[src/rtl/spu_decoder_pkg.sv]
// Shared opcode tables, internal even-pipe codes and the decode bundle type.
// DECODER_HALFWORD_OPS_EN enables the ah/ahi halfword entries in the lookup helpers.
package spu_decoder_pkg;

    localparam int ADDR_W = 7;
    localparam int INST_W = 32;
    localparam int OP_W   = 6;
    localparam int IMM_W  = 10;

    localparam logic [10:0] OP11_A   = 11'h0C0;
    localparam logic [10:0] OP11_AH  = 11'h0C8;
    localparam logic [10:0] OP11_SF  = 11'h040;
    localparam logic [10:0] OP11_AND = 11'h0C1;
    localparam logic [10:0] OP11_OR  = 11'h041;
    localparam logic [10:0] OP11_XOR = 11'h241;
    localparam logic [10:0] OP11_NOR = 11'h049;

    localparam logic [7:0] OP8_AI   = 8'h1C;
    localparam logic [7:0] OP8_AHI  = 8'h1D;
    localparam logic [7:0] OP8_SFI  = 8'h0C;
    localparam logic [7:0] OP8_ANDI = 8'h14;
    localparam logic [7:0] OP8_ORI  = 8'h04;
    localparam logic [7:0] OP8_XORI = 8'h44;

    localparam logic [OP_W-1:0] EOP_NOP  = 6'd0;
    localparam logic [OP_W-1:0] EOP_A    = 6'd1;
    localparam logic [OP_W-1:0] EOP_AH   = 6'd2;
    localparam logic [OP_W-1:0] EOP_SF   = 6'd3;
    localparam logic [OP_W-1:0] EOP_AND  = 6'd4;
    localparam logic [OP_W-1:0] EOP_OR   = 6'd5;
    localparam logic [OP_W-1:0] EOP_XOR  = 6'd6;
    localparam logic [OP_W-1:0] EOP_NOR  = 6'd7;
    localparam logic [OP_W-1:0] EOP_AI   = 6'd8;
    localparam logic [OP_W-1:0] EOP_AHI  = 6'd9;
    localparam logic [OP_W-1:0] EOP_SFI  = 6'd10;
    localparam logic [OP_W-1:0] EOP_ANDI = 6'd11;
    localparam logic [OP_W-1:0] EOP_ORI  = 6'd12;
    localparam logic [OP_W-1:0] EOP_XORI = 6'd13;

    typedef struct packed {
        logic [OP_W-1:0]   op;
        logic [ADDR_W-1:0] ra;
        logic [ADDR_W-1:0] rb;
        logic [ADDR_W-1:0] rd;
        logic [IMM_W-1:0]  imm;
        logic              imm_sel;
    } even_bundle_t;

    // EOP_NOP doubles as "no match", since every real even code is non-zero.
    function automatic logic [OP_W-1:0] rr_code(input logic [10:0] op11);
        logic [OP_W-1:0] code;
        case (op11)
            OP11_A:   code = EOP_A;
`ifdef DECODER_HALFWORD_OPS_EN
            OP11_AH:  code = EOP_AH;
`endif
            OP11_SF:  code = EOP_SF;
            OP11_AND: code = EOP_AND;
            OP11_OR:  code = EOP_OR;
            OP11_XOR: code = EOP_XOR;
            OP11_NOR: code = EOP_NOR;
            default:  code = EOP_NOP;
        endcase
        return code;
    endfunction

    function automatic logic [OP_W-1:0] ri10_code(input logic [7:0] op8);
        logic [OP_W-1:0] code;
        case (op8)
            OP8_AI:   code = EOP_AI;
`ifdef DECODER_HALFWORD_OPS_EN
            OP8_AHI:  code = EOP_AHI;
`endif
            OP8_SFI:  code = EOP_SFI;
            OP8_ANDI: code = EOP_ANDI;
            OP8_ORI:  code = EOP_ORI;
            OP8_XORI: code = EOP_XORI;
            default:  code = EOP_NOP;
        endcase
        return code;
    endfunction

endpackage

[src/rtl/spu_even_inst_decode.sv]
// Combinational classifier: one instruction word -> even-pipe flag and decode bundle.
// Halfword ops follow DECODER_HALFWORD_OPS_EN through the package lookup helpers.
module spu_even_inst_decode
    import spu_decoder_pkg::*;
(
    input  logic [INST_W-1:0] inst_i,
    output logic              is_even_o,
    output even_bundle_t      bundle_o
);

    logic [OP_W-1:0] ri_code_s;
    logic [OP_W-1:0] rr_code_s;

    assign ri_code_s = ri10_code(inst_i[31:24]);
    assign rr_code_s = rr_code(inst_i[31:21]);

    // RI10 wins over RR when both lookups hit
    always_comb begin
        is_even_o = 1'b0;
        bundle_o  = '0;
        if (ri_code_s != EOP_NOP) begin
            is_even_o        = 1'b1;
            bundle_o.op      = ri_code_s;
            bundle_o.ra      = inst_i[13:7];
            bundle_o.rb      = 7'd0;
            bundle_o.rd      = inst_i[6:0];
            bundle_o.imm     = inst_i[23:14];
            bundle_o.imm_sel = 1'b1;
        end else if (rr_code_s != EOP_NOP) begin
            is_even_o        = 1'b1;
            bundle_o.op      = rr_code_s;
            bundle_o.ra      = inst_i[13:7];
            bundle_o.rb      = inst_i[20:14];
            bundle_o.rd      = inst_i[6:0];
            bundle_o.imm     = 10'd0;
            bundle_o.imm_sel = 1'b0;
        end else begin
            is_even_o = 1'b0;
            bundle_o  = '0;
        end
    end

endmodule

[src/rtl/spu_even_decoder.sv]
// Dual-issue even-pipe front-end decoder; serialises even/even pairs over two cycles.
// Optional halfword ops (ah/ahi) are enabled by DECODER_HALFWORD_OPS_EN.
module spu_even_decoder
    import spu_decoder_pkg::*;
#(
    parameter int addrWidth = 7,
    parameter int instWidth = 32
) (
    input  logic                   clk,
    input  logic                   reset,
    input  logic                   stallIn,
    input  logic [2*instWidth-1:0] instIn,
    output logic                   stallOut,
    output logic [instWidth-1:0]   inst0,
    output logic [instWidth-1:0]   inst1,
    output logic [instWidth-1:0]   tempInst,
    output logic [5:0]             opOutEven,
    output logic [addrWidth-1:0]   raEven,
    output logic [addrWidth-1:0]   rbEven,
    output logic [addrWidth-1:0]   rdEven,
    output logic [9:0]             immeNumEven,
    output logic                   immeSelEven
);

    logic [instWidth-1:0] inst0_q, inst0_d;
    logic [instWidth-1:0] inst1_q, inst1_d;
    logic [instWidth-1:0] temp_q, temp_d;
    logic                 stall_q, stall_d;
    even_bundle_t         bundle_q, bundle_d;

    logic [instWidth-1:0] slot0_s;
    logic [instWidth-1:0] slot1_s;
    logic                 even0_s, even1_s;
    even_bundle_t         dec0_s, dec1_s;

    assign slot0_s = instIn[2*instWidth-1:instWidth];
    // While a pair is pending, the slot1 decoder looks at the deferred word instead.
    assign slot1_s = stall_q ? temp_q : instIn[instWidth-1:0];

    spu_even_inst_decode u_dec_slot0 (
        .inst_i    (slot0_s),
        .is_even_o (even0_s),
        .bundle_o  (dec0_s)
    );

    spu_even_inst_decode u_dec_slot1 (
        .inst_i    (slot1_s),
        .is_even_o (even1_s),
        .bundle_o  (dec1_s)
    );

    // Next-state selection: downstream stall, pending second word, or fresh pair
    always_comb begin
        inst0_d  = inst0_q;
        inst1_d  = inst1_q;
        temp_d   = temp_q;
        stall_d  = stall_q;
        bundle_d = bundle_q;
        if (stallIn) begin
            bundle_d = bundle_q;
        end else if (stall_q) begin
            bundle_d = dec1_s;
            stall_d  = 1'b0;
        end else begin
            inst0_d = slot0_s;
            inst1_d = instIn[instWidth-1:0];
            if (even0_s && even1_s) begin
                bundle_d = dec0_s;
                temp_d   = instIn[instWidth-1:0];
                stall_d  = 1'b1;
            end else if (even0_s) begin
                bundle_d = dec0_s;
            end else if (even1_s) begin
                bundle_d = dec1_s;
            end else begin
                bundle_d = '0;
            end
        end
    end

    // State registers with synchronous reset
    always_ff @(posedge clk) begin
        if (reset) begin
            inst0_q  <= '0;
            inst1_q  <= '0;
            temp_q   <= '0;
            stall_q  <= 1'b0;
            bundle_q <= '0;
        end else begin
            inst0_q  <= inst0_d;
            inst1_q  <= inst1_d;
            temp_q   <= temp_d;
            stall_q  <= stall_d;
            bundle_q <= bundle_d;
        end
    end

    assign stallOut    = stall_q;
    assign inst0       = inst0_q;
    assign inst1       = inst1_q;
    assign tempInst    = temp_q;
    assign opOutEven   = bundle_q.op;
    assign raEven      = bundle_q.ra;
    assign rbEven      = bundle_q.rb;
    assign rdEven      = bundle_q.rd;
    assign immeNumEven = bundle_q.imm;
    assign immeSelEven = bundle_q.imm_sel;

endmodule

[config.mk]
export PLATFORM = sky130hd
export DESIGN_NAME = spu_even_decoder
export DESIGN_NICKNAME = d
export VERILOG_FILES = /design/src/rtl/spu_decoder_pkg.sv /design/src/rtl/spu_even_inst_decode.sv /design/src/rtl/spu_even_decoder.sv
export SDC_FILE = /design/constraint.sdc
export NUM_CORES = 1
export LEC_CHECK = 0
export ABC_AREA = 1
export CORE_ASPECT_RATIO = 1.2
export CORE_UTILIZATION = 42
export CTS_CLUSTER_SIZE = 25
export DETAILED_ROUTE_END_ITERATION = 6
export PLACE_DENSITY = 0.86
export SKIP_CTS_REPAIR_TIMING = 1
export SYNTH_ARGS = -nofsm -noshare
export SYNTH_HDL_FRONTEND = slang
export SYNTH_SLANG_ARGS = --single-unit
export TNS_END_PERCENT = 30
[constraint.sdc]
create_clock -name clk -period 1.9 [get_ports clk]
set_clock_uncertainty 0.2 [all_clocks]
set_input_delay 0.19 -clock clk [delete_from_list [all_inputs] [get_ports clk]]
set_output_delay 0.19 -clock clk [all_outputs]
set_load 0.1 [all_outputs]
==> results.yml <==
finish:
  area_growth_syn_to_layout_pct: 64.04
  final_cell_mix: "nand2_1, buf_4, nor2_1"
  num-fill-cells: 1077
  layout_commonest_cell: "nand2_1"
  stdcell_area_mm2: 0.01033
  antennaDiodeCount: 0
  stdcell_count: 1431
  drive_gt1_frac: 0.3282
  fin_nets: 1285
synth:
  postSynthAreaPerCell_um2: 6.594
  ys_seq_area_frac: 0.4228
  synth_cell_types: 28
  synth_warnings: 0
  ys_ff_latch: 133
  synth_cells: 955
  synth_area_mm2: 0.006297
clock_network:
  cts-htree-levels: 4
  clockRootBuffer: "clkbuf_16"
  cts_inserted_buffers: 17
  tritoncts: "yes"
  clkLatencyLatePin_ns: 0.43
  path_clk_slew_ns: 0.06
  cts_sinks: 133
  max-clock-path-buffers: 2
floorplan:
  std_cell_rows: 48
  core_mm2: 0.01453
  dieArea_mm2: 0.01549
  start_util: 0.4333
  ios: 202
  die-width_um: 113.8
  die-height_um: 136.1
placed_design:
  routabilityCongestion: 0.9152
  numPortBuffers: 199
  pre_cts_slack_ns: -0.5582
  dp_hpwl_um: 14250
  placed_cells: 1382
  placed_area_mm2: 0.009176
critical_path:
  cp-startpoint: "stallOut$_SDFFE_PP0N_"
  reg2reg_from: "stallOut$_SDFFE_PP0N_"
  path_max_fanout: 13
  cp.required_ns: 2.05
  crit_path_cell_trace: "buf_12, buf_8, nand2_1, nand2_2, nand2_2, nor2_4, nand3_2, nand2_2, nor2_4, nand3_4, nand2_8, buf_12, nand2_1, nand2_1, nor2_1"
  path_class: "reg2reg"
  cpPeakStageDelay_ns: 0.37
  cp_num_buf_inv: 3
  cp.arrival_ns: 2.41
  cp-start-kind: "flip-flop"
  crit_family: "simple AND/OR/NAND/NOR gates"
  slowest_stage: "dfxtp_4"
  cp-end-kind: "flip-flop"
timing:
  fin_crit_ns: 2.256
  period_share: 1.187
  fin_ws_ns: -0.3562
  tns_ns: -15.56
  drv_slew: 0
  fmax_mhz: 443.2
  hold_violations: 0
  setup_viol: 74
  hold_ws_ns: 0.1513
  rsz0062_at_grt: "yes"
power:
  p_leak_nw: 4.957
  ir_drop_uv: 648.2
  p_per_area_mw_per_mm2: 772.5
hold_path:
  hp-start: "instIn[29]"
  worst_hold_path_type: "in2reg"
route:
  first_pass_iters: 5
  viasPerCell: 5.020
  wl_um: 22310
  drtAntennaViolNets: 0
  num_vias: 7184
  avgRoutedWirePerCell_um: 15.59
  drt-initial-drc-count: 405
  drcViolationCount: 0
grt:
  grt_pass1_wl_um: 30890
  grt_max_degree: 80
  antenna_found_initial: 0
  grt_pass1_vias: 6383
  grtUsageTotal: 0.2542
  grt-ovfl-total: 0
outcome:
  status: "finished, violations left"
  violations: "negative setup slack"
run:
  maxCapViolations: 0
## through the flow
step | power [mW] | utilization
5_1_grt | 8.236 | 0.7107
4_1_cts | 7.925 | 0.6677
3_3_place_gp | 4.971 | 0.6314
3_5_place_dp | 4.991 | 0.6314
6_report | 7.980 | 0.7107
2_1_floorplan | 4.327 | -
## Yosys cell counts
| cell type | number | share of area |
|---|---|---|
| nand4_1 | 2 | 0.0020 |
| conb_1 | 1 | 0.00060 |
| inv_6 | 1 | 0.0014 |
| inv_2 | 1 | 0.00060 |
| buf_2 | 3 | 0.0024 |
| nor3_1 | 2 | 0.0016 |
| nor2_2 | 4 | 0.0040 |
| nor2_4 | 3 | 0.0054 |
| buf_4 | 5 | 0.0060 |
| inv_1 | 114 | 0.068 |
| a21boi_0 | 1 | 0.0012 |
| nand3_2 | 1 | 0.0016 |
| clkinv_1 | 2 | 0.0012 |
| clkbuf_1 | 35 | 0.021 |
| a31oi_1 | 6 | 0.0060 |
| nand3_4 | 1 | 0.0028 |
| buf_6 | 9 | 0.016 |
| dfxtp_1 | 133 | 0.42 |
| nand2_4 | 1 | 0.0018 |
| a21oi_1 | 68 | 0.054 |
| a211oi_1 | 11 | 0.013 |
| nand3_1 | 42 | 0.033 |
| o21a_1 | 1 | 0.0012 |
| nand2_2 | 19 | 0.019 |
| nand2_1 | 226 | 0.13 |
| buf_1 | 2 | 0.0012 |
| nor2_1 | 151 | 0.090 |
| o21ai_0 | 110 | 0.087 |
## registers in the layout, indices dropped and copies added, names as in the netlist
register	count
tempInst	32
immeSelEven	1
stallOut	1
opOutEven	4
inst0	32
rbEven	7
raEven	7
inst1	32
immeNumEven	10
rdEven	7
## final timing paths
check	to	slack (ns)	cells past startpoint
min reg2reg	tempInst[25]$_SDFFE_PP0P_	0.27	2
max	tempInst[11]$_SDFFE_PP0P_	-0.36	15
max reg2reg	tempInst[11]$_SDFFE_PP0P_	-0.36	15
min	inst1[29]$_SDFFE_PP0P_	0.15	3
## cell families (layout without fill, tap and decap cells)
family,count (synthesis),in the layout,synth area share
buffers and inverters,172,447,0.1176
AND/OR/NAND/NOR,452,452,0.2960
AO/OA/AOI/OAI,197,197,0.1629
flip-flops,133,133,0.4228
other,1,2,0.0005955
## report_power, final
part | internal (mW) | switching [mW]
logic | 0.573 | 1.43
registers | 2.92 | 0.0882
clock network | 1.69 | 1.27
total | 5.18 | 2.80
## layer usage
layer / global-route usage / part of all wire / up-vias
met3: 0.06732 / 0.071 / 81
met1: 0.3068 / 0.40 / 3303
met2: 0.4184 / 0.49 / 280
met5: 0 / 0 / -
met4: 0.1255 / 0.044 / 0
li1: - / - / 3520
## worst reg2reg max path, cell delays in order (launching register included)
cell,delay (ns)
dfxtp_4,0.37
buf_12,0.13
buf_8,0.13
nand2_1,0.07
nand2_2,0.11
nand2_2,0.08
nor2_4,0.17
nand3_2,0.13
nand2_2,0.11
nor2_4,0.05
nand3_4,0.10
nand2_8,0.11
buf_12,0.17
nand2_1,0.07
nand2_1,0.06
nor2_1,0.13
## layout make-up
type | instances | area, um^2 | area share
Inverter | 118 | 473.0 | 0.04578
Tap cell | 200 | 250.2 | 0.02422
Timing Repair inverter | 2 | 22.52 | 0.002180
Sequential cell | 133 | 2680 | 0.2594
Clock buffer | 19 | 442.9 | 0.04288
Timing Repair Buffer | 295 | 3087 | 0.2988
Clock inverter | 13 | 85.08 | 0.008236
Multi-Input combinational cell | 651 | 3289 | 0.3184
Note: power is estimated with default switching activity, not from simulation.
